<file path="config.mk">
export PLATFORM = sky130hd
export DESIGN_NAME = scpu_io_port
export DESIGN_NICKNAME = d
export VERILOG_FILES = /design/src/rtl/scpu_io_pkg.sv /design/src/rtl/scpu_io_fifo.sv /design/src/rtl/scpu_io_port.sv
export SDC_FILE = /design/constraint.sdc
export NUM_CORES = 1
export LEC_CHECK = 0
export BUFFER_PORTS_ARGS = -buffer_cell sky130_fd_sc_hd__buf_2
export CAP_MARGIN = 20
export CORE_MARGIN = 5
export CORE_UTILIZATION = 45
export CTS_CLUSTER_SIZE = 24
export DETAILED_ROUTE_END_ITERATION = 6
export GPL_TIMING_DRIVEN = 1
export SETUP_SLACK_MARGIN = 0.5
export SYNTH_ARGS = -nofsm -noshare
export SYNTH_HDL_FRONTEND = slang
export SYNTH_SLANG_ARGS = --single-unit
</file>
<file path="constraint.sdc">
create_clock -name clk -period 2.5 [get_ports clk]
set_input_delay 0.375 -clock clk [delete_from_list [all_inputs] [get_ports clk]]
set_output_delay 0.375 -clock clk [all_outputs]
set_load 0.02 [all_outputs]
</file>
<file path="src/rtl/scpu_io_pkg.sv">
// Shared constants for the SCPU host I/O port.
//   DEF_DATA_W : default byte width on ext_in / ext_out
//   DEF_DEPTH  : default entries per FIFO (power of 2, >= 2)
//   CNT_W      : occupancy counter width for the default depth (0..DEPTH inclusive)
//   cnt_width  : occupancy counter width for an arbitrary depth
package scpu_io_pkg;

  localparam int DEF_DATA_W = 8;
  localparam int DEF_DEPTH  = 4;
  localparam int CNT_W      = $clog2(DEF_DEPTH) + 1;

  // One extra bit so a completely full FIFO (count == depth) is representable.
  function automatic int cnt_width(input int depth);
    return $clog2(depth) + 1;
  endfunction

endpackage

</file>
<file path="src/rtl/scpu_io_fifo.sv">
// Synchronous show-ahead FIFO with last-value hold.
//   clk, rst     : clock, synchronous active-high reset (empties FIFO, clears held byte)
//   i_push       : write strobe; ignored when full
//   i_push_data  : byte written on push
//   i_pop        : read strobe; ignored when empty
//   o_data       : head entry when not empty, otherwise the last popped byte
//   o_count      : occupancy 0..DEPTH
//   o_full       : count == DEPTH
//   o_empty      : count == 0
module scpu_io_fifo
  import scpu_io_pkg::*;
#(
  parameter int DATA_W = DEF_DATA_W,
  parameter int DEPTH  = DEF_DEPTH
) (
  input  logic                         clk,
  input  logic                         rst,
  input  logic                         i_push,
  input  logic [DATA_W-1:0]            i_push_data,
  input  logic                         i_pop,
  output logic [DATA_W-1:0]            o_data,
  output logic [cnt_width(DEPTH)-1:0]  o_count,
  output logic                         o_full,
  output logic                         o_empty
);

  localparam int PTR_W = $clog2(DEPTH);
  localparam int CW    = cnt_width(DEPTH);

  logic [DATA_W-1:0] r_mem [DEPTH];
  logic [PTR_W-1:0]  r_wr_ptr;
  logic [PTR_W-1:0]  r_rd_ptr;
  logic [CW-1:0]     r_count;
  logic [DATA_W-1:0] r_last;

  logic w_do_push;
  logic w_do_pop;

  assign o_full    = (r_count == CW'(DEPTH));
  assign o_empty   = (r_count == '0);
  // Full/empty come from the registered count, so a pop never frees room
  // for a push in the same cycle.
  assign w_do_push = i_push & ~o_full;
  assign w_do_pop  = i_pop & ~o_empty;

  always_ff @(posedge clk) begin
    if (rst) begin
      r_wr_ptr <= '0;
      r_rd_ptr <= '0;
      r_count  <= '0;
      r_last   <= '0;
    end else begin
      // DEPTH is a power of two, so the pointers wrap by natural overflow.
      if (w_do_push) r_wr_ptr <= r_wr_ptr + PTR_W'(1);
      if (w_do_pop) begin
        r_rd_ptr <= r_rd_ptr + PTR_W'(1);
        r_last   <= r_mem[r_rd_ptr];
      end
      case ({w_do_push, w_do_pop})
        2'b10:   r_count <= r_count + CW'(1);
        2'b01:   r_count <= r_count - CW'(1);
        default: r_count <= r_count;
      endcase
    end
  end

  // Storage needs no reset: it is only observed while the count says it is valid.
  always_ff @(posedge clk) begin
    if (w_do_push) r_mem[r_wr_ptr] <= i_push_data;
  end

  assign o_data  = o_empty ? r_last : r_mem[r_rd_ptr];
  assign o_count = r_count;

endmodule

</file>
<file path="src/rtl/scpu_io_port.sv">
// Host-side I/O adapter for the SCPU external byte port.
//   host_in_*  : valid/ready stream from host, buffered toward the CPU ext_in
//   ext_in*    : show-ahead head of the in-FIFO; ext_in_rd pops it
//   ext_out*   : CPU write strobe pushes into the out-FIFO
//   host_out_* : valid/ready stream toward host from the out-FIFO head
//   in_count / out_count : FIFO occupancies
//   underflow  : sticky, CPU read while in-FIFO empty
//   overflow   : sticky, CPU write while out-FIFO full (byte dropped)
// Flags and buffered data are cleared only by the synchronous reset.
module scpu_io_port
  import scpu_io_pkg::*;
#(
  parameter int DATA_W = DEF_DATA_W,
  parameter int DEPTH  = DEF_DEPTH
) (
  input  logic                         clk,
  input  logic                         rst,
  input  logic [DATA_W-1:0]            host_in_data,
  input  logic                         host_in_valid,
  output logic                         host_in_ready,
  output logic [DATA_W-1:0]            host_out_data,
  output logic                         host_out_valid,
  input  logic                         host_out_ready,
  output logic [DATA_W-1:0]            ext_in,
  output logic                         ext_in_valid,
  input  logic                         ext_in_rd,
  input  logic [DATA_W-1:0]            ext_out,
  input  logic                         ext_out_wr,
  output logic [cnt_width(DEPTH)-1:0]  in_count,
  output logic [cnt_width(DEPTH)-1:0]  out_count,
  output logic                         underflow,
  output logic                         overflow
);

  logic w_in_push;
  logic w_in_full;
  logic w_in_empty;
  logic w_out_pop;
  logic w_out_full;
  logic w_out_empty;
  logic r_underflow;
  logic r_overflow;

  // Ready is held low while rst is asserted and otherwise follows the
  // registered occupancy only.
  assign host_in_ready = ~rst & ~w_in_full;
  assign w_in_push     = host_in_valid & host_in_ready;
  assign ext_in_valid  = ~w_in_empty;

  assign host_out_valid = ~w_out_empty;
  assign w_out_pop      = host_out_valid & host_out_ready;

  scpu_io_fifo #(
    .DATA_W (DATA_W),
    .DEPTH  (DEPTH)
  ) u_in_fifo (
    .clk         (clk),
    .rst         (rst),
    .i_push      (w_in_push),
    .i_push_data (host_in_data),
    .i_pop       (ext_in_rd),
    .o_data      (ext_in),
    .o_count     (in_count),
    .o_full      (w_in_full),
    .o_empty     (w_in_empty)
  );

  // The CPU cannot be back-pressured: a write into a full FIFO is dropped
  // inside the FIFO and recorded by the overflow flag below.
  scpu_io_fifo #(
    .DATA_W (DATA_W),
    .DEPTH  (DEPTH)
  ) u_out_fifo (
    .clk         (clk),
    .rst         (rst),
    .i_push      (ext_out_wr),
    .i_push_data (ext_out),
    .i_pop       (w_out_pop),
    .o_data      (host_out_data),
    .o_count     (out_count),
    .o_full      (w_out_full),
    .o_empty     (w_out_empty)
  );

  always_ff @(posedge clk) begin
    if (rst) begin
      r_underflow <= 1'b0;
      r_overflow  <= 1'b0;
    end else begin
      if (ext_in_rd & w_in_empty)  r_underflow <= 1'b1;
      if (ext_out_wr & w_out_full) r_overflow  <= 1'b1;
    end
  end

  assign underflow = r_underflow;
  assign overflow  = r_overflow;

endmodule

</file>
# Word level (Yosys, flattened, before mapping)

Memory sizes are Yosys's and may differ from the RTL's. A register that Yosys moved wholly into a read port is not among the register bits.
Cells that the tools add are included.
W data, S select, Z words.

Register bits after elaboration: 32
Bits in writable memories: 64
Output and inout port bits: 27
Logic and storage cells: 56
Memories: 2

Memory list:

| memory           | words | width | rd ports | clocked after Yosys merged registers in | write ports | line               | source |
|---|---|---|---|---|---|---|---|
| u_in_fifo.r_mem  | 4     | 8     | 1        | 1                                       | 1           | scpu_io_fifo.sv:30 | `logic [DATA_W-1:0] r_mem [DEPTH];` |
| u_out_fifo.r_mem | 4     | 8     | 1        | 1                                       | 1           | scpu_io_fifo.sv:30 |  |

Add/subtract/negate cells: 8
Equality and inequality tests: 6
Multiplexer cells: 12
Bitwise logic cells: 14
Reductions and logical operators: 4

Operator list:

| operator              | count |
|---|---|
| $mux W8               | 2 |
| $pmux W3 S2           | 2 |
| $and A1 B1 Y1         | 9 |
| $add A2 B1 Y2 const B | 4 |
| $mux W2               | 4 |
| $add A3 B1 Y3 const B | 2 |
| $eq A3 B3 Y1 const B  | 2 |
| $logic_not A3 Y1      | 2 |
| $sub A3 B1 Y3 const B | 2 |
| $not A1 Y1            | 5 |
| $eq A2 B1 Y1 const B  | 2 |
| $eq A2 B2 Y1 const B  | 2 |
| $mux W1               | 4 |
| $reduce_bool A2 Y1    | 2 |

# Longest topological paths before layout

Gate-level depths: netlist of the first run.

Depth after elaboration: 7
Gate-level depth with buffers: 9
Gate-level depth less buffers: 9

# By module

From an unflattened synthesis of the first run, not the netlist that was laid out.

Cells, all modules: 291
Area total of the unflattened synthesis: 4,100.2 µm²

Modules (own cells, without submodules):

| module       | instances | cells each | area each (µm²) | seq. area each (µm²) |
|---|---|---|---|---|
| scpu_io_fifo | 2         | 140        | 2,008.2         | 1,301.2 |
| scpu_io_port | 1         | 11         | 83.8            | 40.0 |

# Worst setup path before layout of the first run

Ideal clock, no wire load.

Path kind: register to register
From: register u_out_fifo.r_count[2], in the netlist u_out_fifo.o_count[2]
To: register u_out_fifo.r_count[2], in the netlist u_out_fifo.o_count[2]
Arrival: 2.325 ns
Slack: 0.105 ns
Stages on the path, launching flop included: 10
Path through: dfxtp_1 -> or3b_1 -> buf_6 -> nand2_1 -> ha_1 -> inv_1 -> fa_1 -> xor2_1 -> or3_2 -> a21oi_1

Word-level cells in the longest chain between the ends: 6
Elaborated cells between the ends (all ways): 13

RTL lines:

| item                                              | line                                   | source |
|---|---|---|
| start: declaration                                | scpu_io_fifo.sv:33                     | `logic [CW-1:0] r_count;` |
| start signal: assignment                          | scpu_io_fifo.sv:60                     | `2'b10: r_count <= r_count + CW'(1);` |
| start signal: assignment                          | scpu_io_fifo.sv:61                     | `2'b01: r_count <= r_count - CW'(1);` |
| start signal: assignment                          | scpu_io_fifo.sv:62                     | `default: r_count <= r_count;` |
| $logic_not A3 Y1                                  | scpu_io_fifo.sv:40                     | `assign o_empty = (r_count == '0);` |
| $not A1 Y1                                        | scpu_io_fifo.sv:44, scpu_io_port.sv:50 |  |
| $and A1 B1 Y1                                     | scpu_io_port.sv:51                     | `assign w_out_pop = host_out_valid & host_out_ready;` |
| $and A1 B1 Y1                                     | scpu_io_fifo.sv:44                     | `assign w_do_pop = i_pop & ~o_empty;` |
| $eq A2 B1 Y1 or $eq A2 B2 Y1 (tied branches)      | scpu_io_fifo.sv:59                     | `case ({w_do_push, w_do_pop})` |
| $pmux W3 S2 or $reduce_bool A2 Y1 (tied branches) | -                                      |  |

Several ways; a longest one is shown, not always the timed one.
A chain may end at the register's enable or synchronous reset.

==> results of run 1 <==
registers in the layout (all words and copies together) (netlist names), named ones only:
signal,count
u_in_fifo.r_wr_ptr,2
u_in_fifo.o_count,3
u_out_fifo.o_count,3
u_in_fifo.r_rd_ptr,2
u_in_fifo.r_mem,32
u_in_fifo.r_last,8
overflow,1
u_out_fifo.r_wr_ptr,2
u_out_fifo.r_mem,32
u_out_fifo.r_rd_ptr,2
underflow,1
u_out_fifo.r_last,8
layer usage:
metal  vias up  GRT usage [%]
li1       1133              -
met1      1131           19.1
met2        46           24.6
met3        10           2.81
met4         0           6.00
met5         -              0
cell type report:
type	instances	area share (%)
Clock buffer	10	2.58
Multi-Input combinational cell	153	28.5
Sequential cell	100	53.9
Clock inverter	6	1.47
Tap cell	108	2.73
Inverter	17	1.34
Timing Repair Buffer	60	9.47
cell families after synthesis:
kind of cell    Yosys count  synth area share (%)
fa+ha+maj                12                  4.04
flops                   100                  64.7
xor+xnor                  6                  1.29
compound gates           34                  4.59
buf+inv                  29                  3.40
mux                      34                  13.8
simple gates             67                  8.18
where the power goes:
part,internal [uW],switching [uW]
clock network,474,554
logic,1300,1250
registers,2020,175
per-stage QoR:
stage,hold slack [ns],area (um^2)
5_1_grt,0.206,4940
4_1_cts,0.203,4890
2_1_floorplan,0.433,4130
3_5_place_dp,0.444,4490
6_report,0.222,4940
3_3_place_gp,0.438,4490
worst paths after layout:
check                                            from                endpoint  slack [ns]
worst max-delay path                             flop        host_out_data[3]        0.33
worst max register to register  u_out_fifo.o_count[1]   u_out_fifo.o_count[2]        0.45
worst min-delay path                       ext_out[2]  u_out_fifo.r_mem[0][2]        0.22
worst min register to register    u_in_fifo.r_last[2]     u_in_fifo.r_last[2]        0.46
what timing repair did:
action	4_1_cts	5_1_grt
pin swaps	6	1
setup buffers	4	1
gates resized for setup	50	11
endpoints found under the setup margin	20	18
gates cloned	0	0
cells in the final DEF (no fill, tap or decap), drive strengths merged:
master | netlist | layout
bufinv | 0 | 1
or3b | 1 | 1
nand3 | 2 | 2
o31ai | 2 | 2
a21o | 2 | 2
edfxtp | 64 | 64
and2 | 4 | 4
dfxtp | 36 | 36
clkinvlp | 0 | 3
nor3b | 2 | 2
nor2 | 14 | 14
mux2i | 1 | 1
xnor2 | 2 | 2
nand2b | 1 | 1
or3 | 4 | 4
a21oi | 25 | 25
mux2 | 17 | 17
nand2 | 33 | 33
inv | 17 | 19
and3 | 4 | 4
nor3 | 2 | 2
mux4 | 16 | 16
fa | 2 | 2
buf | 6 | 60
ha | 10 | 10
xor2 | 4 | 4
clkbuf | 6 | 10
a41oi | 1 | 1
o21ai | 4 | 4
==> results.toml, run 1 <==
[outcome]
status = "finished clean"

[job]
drv_cap = 0

[setup_path]
cpMaxStageDelayCell = "mux4_2"
crit_cells = 4
cp_num_buf_inv = 2
critPathTopFamily = "multiplexers"
reg2reg_depth = 8
crit_chain = "buf_12, mux4_2, mux2_4, buf_6"
required_ns = 2.12
start_kind = "flop"
arrival_ns = 1.79
endpoint_kind = "output port"
cp_max_fo = 8
max_stage_delay_ns = 0.52
path_class = "flop to output port"

[cells_and_area]
final_util_pct = 56.1
instances_no_fill = 454
nFillCells = 724
area_growth_pct = 20.9
fin_nets = 375
multi_input_area_um2 = 1410
n_antenna_cell = 0
final-seq-area_um2 = 2670
drive_gt1_share_pct = 40.2

[yosys]
synthTopCellsByArea = "edfxtp_1 47%, dfxtp_1 18%, mux4_2 8.8%"
synthArstFlopShare_pct = 0
synth_edf_count = 64
syn-cell-area_um2 = 4090
synth.top_cell.area_share_pct = 47.0
synth-seq-cells = 100
synth.most_common_cell = "edfxtp_1"
synth_cell_types = 36
synth_common_cells = "64 x edfxtp_1, 36 x dfxtp_1, 33 x nand2_1, 24 x a21oi_1"
yosysSeqAreaShare_pct = 64.7
syn_nets = 316
synth_warnings = 0
yosysTopAreaCell = "edfxtp_1"
synth_ff_type = "edfxtp_1"
syn_area_per_cell_um2 = 14.5
synth_cells = 282

[cts]
holdBufCountCts = 0
clk_pin_slew_ns = 0.10
ctsRootBufferMaster = "clkbuf_8"
cts_tree = "built"
cts.sinks = 100
h-tree-depth = 3
cts_buffers = 9
cts_max_path_buffers = 2
clkLatencyLatePin_ns = 0.35

[min_path]
hold_class = "input pin to flop"
whs_path_depth = 1

[sta]
rsz0062_at_grt = "true"
fin_skew_ns = 0.00837
setup_tns_ns = 0
period_needed_ns = 2.17
hold_violations = 0
finalCritPeriodShare_pct = 86.7
tightest_slew_ns = 0.479
timing.final.ws_setup_ns = 0.332
fmax_mhz = 461
finalSetupViolCount = 0
slew_violations = 0
slew_headroom_pct = 68.1

[global_routing]
grt_pass1_vias = 2486
grt_max_degree = 36
antenna_found_initial = 0
grt_pass1_wl_um = 12600
grt.total_usage_pct = 14.8
overflow = 0

[pwr]
max-vdd-ir-drop_v = 0.000797
powerDensity_nw_per_um2 = 1170
leakage_uw = 0.00182
power_uw = 5770

[routing]
vias_per_cell = 5.11
dr_total_vias = 2320
met3_length_um = 286
firstDrtPassIters = 4
drt_iter0_drc = 65
drcViolationCount = 0
post_drt_wl_per_cell_um = 17.0
highest_layer = "met4"
wl_met1_um = 3420
wl_um = 7710
route.met2.wl_um = 3900
antenna_left = 0

[die]
core_um2 = 8810
die-area_um2 = 11100
die_h_um = 105
start_util_pct = 46.4
pin_count = 49
rows = 34
fp.dieW_um = 105

[place]
dpl.cell_count = 433
port_buffers = 48
dpl_worst_slack_ns = 0.268
gp_congestion = 0.728
hpwl_um = 5120
(Power assumes the default switching activity.)
==> run 2: changes to the inputs <==
Settings changed: PLACE_DENSITY set to 0.75.
==> run 2 against run 1 <==
  * Non-clock buffer count increased by 6
  * Via count grew 2.5%
  * Critical endpoint is now host_out_data[6]
  * Worst hold slack improved by 0.010 ns
  * Clock skew increased by 0.0016 ns
  * Largest cell class unchanged
  * Die area unchanged
  * Largest power group unchanged
==> results.toml, run 2 (same netlist as run 1, synthesis figures left out) <==
[job]
drv_cap = 0

[cts]
holdBufCountCts = 0
cts_tree = "built"
ctsRootBufferMaster = "clkbuf_8"
cts.sinks = 100
cts_max_path_buffers = 2
clk_pin_slew_ns = 0.09
cts_buffers = 9
h-tree-depth = 3
clkLatencyLatePin_ns = 0.35

[pwr]
leakage_uw = 0.00187
powerDensity_nw_per_um2 = 1180
power_uw = 5930
max-vdd-ir-drop_v = 0.000738

[cells_and_area]
n_antenna_cell = 0
drive_gt1_share_pct = 41.2
final_common_cell = "edfxtp_1"
largestRegisters = "u_in_fifo.r_mem x32, u_out_fifo.r_mem x32"
fin_nets = 381
layout.cells.most_common_list = "64 x edfxtp_1, 32 x nand2_1, 32 x buf_2, 28 x dfxtp_1, 22 x a21oi_1"
area_growth_pct = 22.6

[routing]
wl_um = 7610
dr_total_vias = 2379
vias_per_cell = 5.17
drt_iter0_drc = 135
antenna_left = 0
firstDrtPassIters = 4
post_drt_wl_per_cell_um = 16.5
drcViolationCount = 0

[sta]
fmax_mhz = 453
period_needed_ns = 2.21
slew_violations = 0
rsz0062_at_grt = "true"
hold_violations = 0
tightest_slew_ns = 0.444
fin_skew_ns = 0.00998
slew_headroom_pct = 70.4
finalSetupViolCount = 0
finalCritPeriodShare_pct = 88.3
setup_tns_ns = 0

[outcome]
status = "finished clean"

[die]
core_um2 = 8810
start_util_pct = 46.4
rows = 34
die-area_um2 = 11100
die_h_um = 105
fp.dieW_um = 105
pin_count = 49

[global_routing]
grt_pass1_vias = 2442
overflow = 0
antenna_found_initial = 1
grt_pass1_wl_um = 12400
grt_max_degree = 36
grt.total_usage_pct = 14.4

[setup_path]
cp_num_buf_inv = 2
start_kind = "flop"
max_stage_delay_ns = 0.55
cpMaxStageDelayCell = "mux4_2"
endpoint_kind = "output port"
path_class = "flop to output port"
crit_chain = "buf_12, mux4_2, mux2_4, buf_6"
arrival_ns = 1.83
cp_max_fo = 8
critPathTopFamily = "multiplexers"
required_ns = 2.12

[place]
port_buffers = 48
hpwl_um = 5080
gp_congestion = 0.709

[min_path]
hold_class = "input pin to flop"
run 2: cell type report:
class                           instances  area [um^2]
Clock buffer                           10          128
Clock inverter                          6         87.6
Fill cell                             681         3790
Inverter                               17         66.3
Multi-Input combinational cell        153         1420
Sequential cell                       100         2660
Tap cell                              108          135
Timing Repair Buffer                   66          509
run 2: worst paths after layout:
| path | start | endpoint | slack, ns | cells after the start |
|---|---|---|---|---|
| worst min register to register | u_in_fifo.r_last[1] | u_in_fifo.r_last[1] | 0.46 | 2 |
| worst max-delay path | flop | host_out_data[6] | 0.29 | 4 |
| worst min-delay path | host_in_data[5] | u_in_fifo.r_mem[0][5] | 0.23 | 1 |
| worst max register to register | u_out_fifo.o_count[2] | u_out_fifo.o_count[2] | 0.38 | 8 |
run 2: repair_timing:
| item | 4_1_cts | 5_1_grt |
|---|---|---|
| resized for setup | 52 | 10 |
| setup endpoints to repair | 20 | 20 |
| buffers inserted | 4 | 7 |
| pin swaps | 1 | 5 |
run 2: per-stage QoR:
step / utilization (%) / instance area, um^2 / cells / setup slack, ns / hold slack, ns
after floorplan: - / 4130 / 282 / 0.378 / 0.433
after global placement: 51.0 / 4490 / 433 / 0.350 / 0.438
after detailed placement: 51.0 / 4490 / 433 / 0.277 / 0.445
after CTS: 55.8 / 4920 / 453 / 0.264 / 0.202
after global routing: 56.9 / 5010 / 460 / 0.233 / 0.216
final: 56.9 / 5010 / 460 / 0.293 / 0.232
run 2: metal layers:
metal | wire length [um] | track usage (%) | up-vias | share of wire [%]
li1 | - | - | 1150 | -
met1 | 3170 | 18.5 | 1151 | 42
met2 | 3800 | 23.0 | 65 | 50
met3 | 513 | 4.03 | 11 | 6.7
met4 | 125 | 6.09 | 2 | 1.6
met5 | 7 | 0 | - | 0.092
run 2: report_power, final:
part | internal [uW] | switching, uW | leakage (uW)
Sequential | 2020 | 184 | 0.000883
Clock | 564 | 535 | 0.000101
Combinational | 1370 | 1260 | 0.000883
==> run 3: changes to the inputs <==
Settings changed: CORE_ASPECT_RATIO set to 1.1.
==> run 3 against run 2 <==
  * Clock-buffer cell count decreased by 1
  * Maximum frequency increased by 0.85%
  * Sequential power about the same
  * Combinational power about the same
  * Register-to-register slack improved by 0.12 ns
  * First-iteration DRC count decreased by 19%
  * Clock skew decreased by 0.0011 ns
  * Flip-flop and latch count unchanged
  * Power decreased by 3.1%
  * Critical path depth unchanged
  * Critical path type unchanged
  * Critical endpoint is now ext_in[1]
  * Largest power group unchanged
  * Highest routed layer is now met4
==> results.toml, run 3 (same netlist as run 1, synthesis figures left out) <==
[outcome]
status = "finished clean"

[setup_path]
cp_num_buf_inv = 2
path_class = "flop to output port"
crit_chain = "buf_12, mux4_2, mux2_2, buf_4"
endpoint_kind = "output port"
critPathTopFamily = "multiplexers"
arrival_ns = 1.81
max_stage_delay_ns = 0.51
required_ns = 2.12
start_kind = "flop"
cp_max_fo = 8
cpMaxStageDelayCell = "mux4_2"

[global_routing]
grt_pass1_vias = 2444
overflow = 0
grt_pass1_wl_um = 12200
grt.total_usage_pct = 14.8
antenna_found_initial = 0
grt_max_degree = 36

[die]
rows = 36
die-area_um2 = 11100
pin_count = 49
start_util_pct = 46.1
die_h_um = 110
fp.dieW_um = 101
core_um2 = 8870

[pwr]
max-vdd-ir-drop_v = 0.000549
leakage_uw = 0.00187
powerDensity_nw_per_um2 = 1150

[sta]
slew_violations = 0
tightest_slew_ns = 0.419
period_needed_ns = 2.19
hold_violations = 0
fmax_mhz = 457
fin_skew_ns = 0.00886
slew_headroom_pct = 72.1
rsz0062_at_grt = "true"
finalCritPeriodShare_pct = 87.6
setup_tns_ns = 0
finalSetupViolCount = 0

[routing]
drt_iter0_drc = 109
post_drt_wl_per_cell_um = 16.1
wl_um = 7610
antenna_left = 0
dr_total_vias = 2402
vias_per_cell = 5.08
drcViolationCount = 0
firstDrtPassIters = 4

[place]
dpl.cell_count = 439
gp_congestion = 0.739
hpwl_um = 5000
port_buffers = 48

[min_path]
hold_class = "input pin to flop"

[cts]
clkLatencyLatePin_ns = 0.36
h-tree-depth = 3
clk_pin_slew_ns = 0.09
ctsRootBufferMaster = "clkbuf_8"
cts.sinks = 100
cts_tree = "built"
cts_buffers = 9
cts_max_path_buffers = 2

[cells_and_area]
drive_gt1_share_pct = 42.3
instances_no_fill = 473
layout.cells.most_common_list = "64 x edfxtp_1, 33 x buf_2, 32 x nand2_1, 28 x dfxtp_1"
largestRegisters = "u_in_fifo.r_mem x32, u_out_fifo.r_mem x32"
n_antenna_cell = 0
final_common_cell = "edfxtp_1"
fin_nets = 388
area_growth_pct = 22.7

[job]
drv_cap = 0
run 3: cell count changes in the layout (fill, tap and decap cells not counted), moves of 2 or more:
cell | previous run | this run
dfxtp_4 | 4 | 7
bufinv_16 | 2 | 0
mux2_4 | 15 | 10
mux2_2 | 2 | 7
dfxtp_2 | 4 | 1
buf_4 | 16 | 23
run 3: path summary, 6_finish.rpt:
check | slack (ns) | to | start | depth (start not counted)
setup / recovery | 0.31 | ext_in[1] | flop | 4
setup reg to reg | 0.50 | u_out_fifo.o_count[2] | u_out_fifo.o_count[1] | 8
hold / removal | 0.22 | u_in_fifo.r_mem[0][2] | host_in_data[2] | 1
hold reg to reg | 0.46 | u_in_fifo.r_last[0] | u_in_fifo.r_last[0] | 2
run 3: worst register-to-register path, stage by stage, from the launching register on:
cell and delay (ns):
dfxtp_4 0.37, or3b_4 0.41, nand2_4 0.07, ha_4 0.13, inv_2 0.03, fa_2 0.32, xor2_1 0.16, or3_4 0.33
a21oi_2 0.11
run 3: cell type report:
type | instances | area, um^2
flip-flops and latches | 100 | 2670
repair buffers | 73 | 551
inverters | 17 | 66.3
well taps | 114 | 143
clock buffers | 9 | 124
multi-input cells | 153 | 1400
clock inverters | 7 | 57.6
fillers | 719 | 3860
run 3: report_power, final:
part           leakage (uW)  total, uW  switching (uW)  internal, uW
Clock             0.0000881        942             567           375
Sequential         0.000884       2200             178          2020
Combinational      0.000901       2600            1250          1350
run 3: routing by layer:
layer	global-route usage (%)	wire, um	part of all wire [%]	vias to the layer above
met5	0	0	0	-
met4	6.45	173	2.3	0
met3	4.00	333	4.4	14
met2	25.4	4020	53	48
met1	17.5	3080	41	1179
li1	-	-	-	1161
run 3: per-stage QoR:
step | hold slack [ns] | power [uW] | util, % | setup WS, ns | area, um^2
after floorplan | 0.433 | 3680 | - | 0.378 | 4130
after global placement | 0.438 | 4170 | 50.7 | 0.349 | 4500
after detailed placement | 0.447 | 4230 | 50.7 | 0.280 | 4500
after CTS | 0.198 | 5610 | 55.4 | 0.280 | 4920
after global routing | 0.193 | 6110 | 56.5 | 0.213 | 5010
final | 0.218 | 5750 | 56.5 | 0.311 | 5010
run 3: what timing repair did:
item                       in CTS  in global routing
setup buffers                  14                  4
setup endpoints to repair      20                 20
pin swaps                       8                  3
hold buffers                    0                  0
gates resized for setup        39                 17
